### config.mk
export PLATFORM = sky130hd
export DESIGN_NAME = pipe_hazard_ctrl
export DESIGN_NICKNAME = d
export VERILOG_FILES = /design/src/rtl/hazard_pkg.sv /design/src/rtl/hazard_src_match.sv /design/src/rtl/pipe_hazard_ctrl.sv
export SDC_FILE = /design/constraint.sdc
export NUM_CORES = 1
export LEC_CHECK = 0
export BUFFER_PORTS_ARGS = -buffer_cell sky130_fd_sc_hd__buf_2
export CORE_MARGIN = 1
export CORE_UTILIZATION = 45
export CTS_CLUSTER_SIZE = 12
export DETAILED_ROUTE_END_ITERATION = 8
export HOLD_SLACK_MARGIN = 0.03
export PLACE_DENSITY = 0.7
export SETUP_SLACK_MARGIN = 0.1
export SYNTH_ARGS = -nofsm -noshare
export SYNTH_HDL_FRONTEND = slang
export SYNTH_SLANG_ARGS = --single-unit
### constraint.sdc
create_clock -name clk -period 4.6 [get_ports clk]
set_input_delay 0.92 -clock clk [delete_from_list [all_inputs] [get_ports clk]]
set_output_delay 0.92 -clock clk [all_outputs]
set_load 0.05 [all_outputs]
### src/rtl/hazard_pkg.sv
// Shared types and constants for the pipeline hazard controller.
// Contents:
//   REG_AW_DEF    register address width used to size tracker entries
//   trk_entry_t   one shadow-pipe entry {valid, rd, reg_write, is_load}
//   flush_state_t flush FSM states
//   FWD_*         forward-select encodings (0 = regfile, k = tracked stage k-1)
package hazard_pkg;

  // Tracker entries are sized by this width; REG_AW of the users must not exceed it.
  localparam int unsigned REG_AW_DEF = 5;

  typedef struct packed {
    logic                  valid;
    logic [REG_AW_DEF-1:0] rd;
    logic                  reg_write;
    logic                  is_load;
  } trk_entry_t;

  typedef enum logic {
    ST_RUN,
    ST_FLUSH
  } flush_state_t;

  localparam int unsigned FWD_NONE = 0;
  localparam int unsigned FWD_EX   = 1;
  localparam int unsigned FWD_MEM  = 2;
  localparam int unsigned FWD_WB   = 3;

endpackage

### src/rtl/hazard_src_match.sv
// Per-operand hazard check against the destination-register tracker.
// Finds the youngest tracked stage writing the operand's register; requests a
// stall if that producer is a load not yet forwardable, otherwise returns the
// forward select (stage index + 1, or 0 when nothing matches).
// Ports:
//   id_valid   in   ID holds a real instruction
//   src_addr   in   operand register address
//   src_used   in   operand is actually read
//   trk        in   tracker entries, index 0 = EX
//   stall_req  out  operand needs a load-use stall
//   fwd_sel    out  forward select for this operand
module hazard_src_match
  import hazard_pkg::*;
#(
  parameter int unsigned REG_AW     = 5,
  parameter int unsigned FWD_STAGES = 3,
  parameter int          LOAD_LAT   = 1,
  parameter int unsigned SEL_W      = $clog2(FWD_STAGES + 1)
) (
  input  logic                              id_valid,
  input  logic [REG_AW-1:0]                 src_addr,
  input  logic                              src_used,
  input  trk_entry_t [FWD_STAGES-1:0]       trk,
  output logic                              stall_req,
  output logic [SEL_W-1:0]                  fwd_sel
);

  logic found;

  always_comb begin
    stall_req = 1'b0;
    fwd_sel   = SEL_W'(FWD_NONE);
    found     = 1'b0;
    // Ascending scan; the first hit is the youngest producer and wins.
    for (int s = 0; s < int'(FWD_STAGES); s++) begin
      if (!found && id_valid && src_used && trk[s].valid && trk[s].reg_write &&
          trk[s].rd == REG_AW_DEF'(src_addr)) begin
        found = 1'b1;
        if (trk[s].is_load && s < LOAD_LAT) begin
          stall_req = 1'b1;
        end else begin
          fwd_sel = SEL_W'(s + 1);
        end
      end
    end
  end

endmodule

### src/rtl/pipe_hazard_ctrl.sv
// Hazard controller for a 5-stage pipeline. Tracks in-flight destination
// registers for the stages after ID, produces load-use stalls, per-operand
// forward selects and a multi-cycle flush on taken branches.
// Optional feature: define HAZ_PERF_CNT_EN to add saturating stall/flush
// cycle counters.
// Ports:
//   clk, rst       clock, synchronous active-high reset
//   id_valid       ID holds a real instruction
//   id_src_addr    operand i at [i*REG_AW +: REG_AW]
//   id_src_used    per-operand read flags
//   id_rd          ID destination register
//   id_reg_write   ID instruction writes the register file
//   id_is_load     ID instruction is a load
//   ex_br_taken    taken branch resolved in EX
//   stall          hold PC and IF/ID
//   ex_bubble      load a bubble into ID/EX
//   flush          squash IF/ID
//   fwd_sel        operand i at [i*SEL_W +: SEL_W]; 0 = regfile, k = stage k-1
//   stall_cycles   (HAZ_PERF_CNT_EN) cycles with stall=1
//   flush_cycles   (HAZ_PERF_CNT_EN) cycles with flush=1
module pipe_hazard_ctrl
  import hazard_pkg::*;
#(
  parameter int unsigned REG_AW      = 5,
  parameter int unsigned NUM_SRC     = 2,
  parameter int unsigned FWD_STAGES  = 3,
  parameter int          LOAD_LAT    = 1,
  parameter int unsigned FLUSH_DEPTH = 2,
  parameter int unsigned SEL_W       = $clog2(FWD_STAGES + 1)
) (
  input  logic                        clk,
  input  logic                        rst,
  input  logic                        id_valid,
  input  logic [NUM_SRC*REG_AW-1:0]   id_src_addr,
  input  logic [NUM_SRC-1:0]          id_src_used,
  input  logic [REG_AW-1:0]           id_rd,
  input  logic                        id_reg_write,
  input  logic                        id_is_load,
  input  logic                        ex_br_taken,
  output logic                        stall,
  output logic                        ex_bubble,
  output logic                        flush,
  output logic [NUM_SRC*SEL_W-1:0]    fwd_sel
`ifdef HAZ_PERF_CNT_EN
  ,
  output logic [31:0]                 stall_cycles,
  output logic [31:0]                 flush_cycles
`endif
);

  localparam int unsigned CNT_W = $clog2(FLUSH_DEPTH + 1);

  trk_entry_t [FWD_STAGES-1:0] trk_q, trk_d;
  flush_state_t                state_q, state_d;
  logic [CNT_W-1:0]            cnt_q, cnt_d;
  logic                        flush_raw;
  logic [NUM_SRC-1:0]          stall_req;
  logic [NUM_SRC*SEL_W-1:0]    fwd_raw;

  // Per-operand match logic
  for (genvar i = 0; i < NUM_SRC; i++) begin : g_src
    hazard_src_match #(
      .REG_AW    (REG_AW),
      .FWD_STAGES(FWD_STAGES),
      .LOAD_LAT  (LOAD_LAT),
      .SEL_W     (SEL_W)
    ) u_match (
      .id_valid (id_valid),
      .src_addr (id_src_addr[i*REG_AW +: REG_AW]),
      .src_used (id_src_used[i]),
      .trk      (trk_q),
      .stall_req(stall_req[i]),
      .fwd_sel  (fwd_raw[i*SEL_W +: SEL_W])
    );
  end

  // Outputs are forced quiet during reset, independent of stale state.
  assign flush     = flush_raw & ~rst;
  assign stall     = (|stall_req) & ~flush_raw & ~rst;
  assign ex_bubble = stall | flush;
  assign fwd_sel   = rst ? '0 : fwd_raw;

  // Shadow pipe: shift towards WB, inject a bubble on stall or flush.
  always_comb begin
    trk_d = trk_q;
    for (int s = int'(FWD_STAGES) - 1; s > 0; s--) begin
      trk_d[s] = trk_q[s-1];
    end
    if (ex_bubble) begin
      trk_d[0] = '0;
    end else begin
      trk_d[0].valid     = id_valid;
      trk_d[0].rd        = REG_AW_DEF'(id_rd);
      trk_d[0].reg_write = id_reg_write;
      trk_d[0].is_load   = id_is_load;
    end
  end

  always_ff @(posedge clk) begin
    if (rst) begin
      trk_q <= '0;
    end else begin
      trk_q <= trk_d;
    end
  end

  // Flush FSM: first flush cycle comes straight from ex_br_taken in RUN; the
  // remaining FLUSH_DEPTH-1 cycles are counted down in FLUSH.
  always_comb begin
    state_d   = state_q;
    cnt_d     = cnt_q;
    flush_raw = 1'b0;
    unique case (state_q)
      ST_RUN: begin
        if (ex_br_taken) begin
          flush_raw = 1'b1;
          if (FLUSH_DEPTH > 1) begin
            state_d = ST_FLUSH;
            cnt_d   = CNT_W'(FLUSH_DEPTH - 1);
          end
        end
      end
      ST_FLUSH: begin
        // Branches seen here come from the squashed path.
        flush_raw = 1'b1;
        cnt_d     = cnt_q - 1'b1;
        if (cnt_q == CNT_W'(1)) begin
          state_d = ST_RUN;
        end
      end
      default: begin
        state_d = ST_RUN;
        cnt_d   = '0;
      end
    endcase
  end

  always_ff @(posedge clk) begin
    if (rst) begin
      state_q <= ST_RUN;
      cnt_q   <= '0;
    end else begin
      state_q <= state_d;
      cnt_q   <= cnt_d;
    end
  end

`ifdef HAZ_PERF_CNT_EN
  logic [31:0] stall_cnt_q, flush_cnt_q;

  always_ff @(posedge clk) begin
    if (rst) begin
      stall_cnt_q <= '0;
      flush_cnt_q <= '0;
    end else begin
      if (stall && stall_cnt_q != 32'hFFFF_FFFF) begin
        stall_cnt_q <= stall_cnt_q + 32'd1;
      end
      if (flush && flush_cnt_q != 32'hFFFF_FFFF) begin
        flush_cnt_q <= flush_cnt_q + 32'd1;
      end
    end
  end

  assign stall_cycles = stall_cnt_q;
  assign flush_cycles = flush_cnt_q;
`endif

endmodule
==> summary.txt <==
Run
  – Max-cap viol count: 0

STA
  – FMAX: 277 MHz
  – Clk_skew: 0.00900 ns
  – Slew Limit Fails: 0
  – Fin crit share: 78.6%
  – Fin worst setup slack: 0.984 ns
  – Unrepaired setup endpoints after global routing: false
  – Worst rel slew slack: 58.3%
  – Fin. Hold Viols: 0
  – Tmin final: 3.62 ns
  – Final setup violation count: 0
  – Measured slew at the worst slew-check pin: 0.621 ns
  – Setup TNS: 0 ns

Clocking
  – Post-CTS sizing: 0
  – H-tree depth: 1
  – Clk root buf: clkbuf_4
  – CTS tree: built
  – Number of setup buffers added after CTS: 0
  – Clock transition at path regs: 0.13 ns
  – CTS Sinks: 25
  – Clk Latency, worst-skew pair: 0.32 ns
  – Clock Path Buffers: 2
  – Hold_buf cts: 0
  – TritonCTS buffer count: 3

Die
  – Core area: 2320 sq um
  – Die Area: 2760 sq um
  – Io pins: 30
  – Starting Density: 49.6%
  – Chip height: 52.6 microns
  – Die span in x: 52.6 microns
  – Row cnt: 17

Worst setup path
  – CP max stage cell: or4b_1
  – CP required: 3.68 ns
  – Crit path max fanout: 3
  – CP dominant cell by count: buf_2
  – CP arrival: 2.70 ns
  – CP peak stage delay: 0.52 ns
  – Crit start category: input pin
  – Critical-path cell list: buf_2 -> xnor2_1 -> nand4_1 -> or3_1 -> or4b_1 -> a21oi_1 -> buf_2
  – Worst reg-to-reg setup slack: 2.75 ns
  – WS Path Type: input pin to output pin
  – CP Capture Type: output pin

Place
  – Place WS: 0.966 ns
  – Port bufs: 29
  – Final Wtd Congestion: 0.823
  – Placed instance count: 174
  – DPL Wire Length: 1900 microns

Logic synthesis
  – Cell Area, Synth: 1150 sq um
  – EDFF count, synth: 0
  – Yosys reg bits: 25
  – Syn_area_per_cell: 9.58 sq um
  – Commonest cells post-synth: dfxtp_1 (25), xor2_1 (16), nor2b_1 (14), xnor2_1 (14), and3_1 (8)
  – Post-synth cell types: 23
  – Main area contributors after synthesis: dfxtp_1 (44%), xor2_1 (12%), xnor2_1 (11%)
  – Syn_nets: 144
  – Async SR Flop Fraction: 0%
  – Register area share after synthesis: 43.5%
  – Most frequent cell after synthesis: dfxtp_1
  – Post-synth top area cell: dfxtp_1
  – Syn Inst Count: 120
  – Synth top area share: 43.5%
  – Primary FF master, synth: dfxtp_1
  – Yosys warns: 0

Drt
  – Pre-antenna DRT Iters: 4
  – Drt drc: 0
  – DRT Wirelength: 2380 microns
  – Drt wl/cell: 13.4 microns
  – Iter 0 DRT Violations: 31
  – Antenna-violating nets left: 0
  – Total number of vias: 935
  – Vias/cell: 5.25

GRT
  – Vias in the first global route: 867
  – Grt ovf: 0
  – GRT Overall Usage: 19.3%
  – First-pass GRT wire length: 3770 microns
  – Largest net degree at the start of global routing: 26
  – Initial antenna violation count: 0

Finish
  – # diodes: 0
  – Fillers: 218
  – Area Overhead vs Synth: 17.5%
  – Area of the multi-input gates: 636 sq um
  – Share of cells above drive strength 1: 22.0%
  – Net count, final: 175
  – Finished Layout Cells: 178
  – Register area: 500 sq um

Power
  – Cell area power density: 286 nW/um^2
  – Total Power: 0.386 mW
  – Maximum vdd ir drop: 0.000247 V
  – Pleak: 0.582 nW

Hold path
  – Hold/Removal Path Class: flop to flop

Outcome
  – Status: completed
-- kinds of logic after synthesis --
group / share of synthesized area, %
AOI/OAI and AO/OA: 5.00
xor gates and xnor gates: 22.9
adders and majority gates: 1.09
buffers and inverters: 1.31
DFF: 43.5
and+or+nand+nor: 26.2
-- worst paths after layout --
| path | from | to | cells past startpoint |
|---|---|---|---|
| setup / recovery | id_src_addr[2] | fwd_sel[0] | 7 |
| hold / removal | trk_d[23]$_SDFF_PP0_ | trk_q[23]$_SDFF_PP0_ | 1 |
| setup reg to reg | trk_d[14]$_SDFF_PP0_ | trk_d[11]$_SDFF_PP0_ | 5 |
| hold reg to reg | trk_d[23]$_SDFF_PP0_ | trk_q[23]$_SDFF_PP0_ | 1 |
-- layout make-up --
| class | instances | share of cell area, % |
|---|---|---|
| clock buffer | 3 | 1.67 |
| clock inverter | 1 | 0.648 |
| inverter | 1 | 0.278 |
| multi-input combinational | 91 | 47.0 |
| sequential | 25 | 37.0 |
| tap | 28 | 2.59 |
| timing repair buffer | 29 | 10.7 |
-- stage by stage --
stage	cell area [sq um]	hold WS, ns	utilization (%)
floorplan	1150	0.449	-
global placement	1320	0.461	56.9
detailed placement	1320	0.470	56.9
CTS	1350	0.498	58.3
global route	1350	0.514	58.3
finish	1350	0.498	58.3
-- worst max-delay path: cells and delay by family --
kind,cells,cell delay [ns]
and+or+nand+nor,3,1.05
buffers and inverters,2,0.42
xor gates and xnor gates,1,0.14
AOI/OAI and AO/OA,1,0.16
-- metal layers --
layer / up-vias / wire length [microns] / share of wire [%] / global-route usage, %
met5: - / 0 / 0 / 0
li1: 475 / - / - / -
met4: 0 / 48 / 2.0 / 7.46
met2: 23 / 1150 / 48 / 32.3
met3: 8 / 91 / 3.8 / 5.22
met1: 429 / 1090 / 46 / 23.2
-- layout by cell type (no fill, tap or decap), drive strengths merged --
cell	netlist	layout
a2111oi	1	1
a211oi	2	2
a21oi	4	4
and2	1	1
and3	8	8
buf	0	29
clkbuf	3	3
dfxtp	25	25
ha	1	1
inv	1	2
nand2	4	4
nand2b	2	2
nand4	6	6
nand4b	1	1
nor2	4	4
nor2b	14	14
nor3	3	3
nor4	5	5
o21ai	1	1
o32ai	1	1
or3	2	2
or4b	1	1
xnor2	14	14
xor2	16	16
-- registers in the layout, indices dropped and copies added, names as in the netlist --
signal and count:
trk_q 7, state_q 1, trk_d 15, cnt_q 2
-- power by group --
group          total [mW]  internal, mW  switching [mW]  leakage, nW
combinational      0.0525        0.0242          0.0283        0.359
sequential          0.231         0.224         0.00709        0.204
clock               0.103        0.0354          0.0673       0.0183
(Power assumes the default switching activity.)
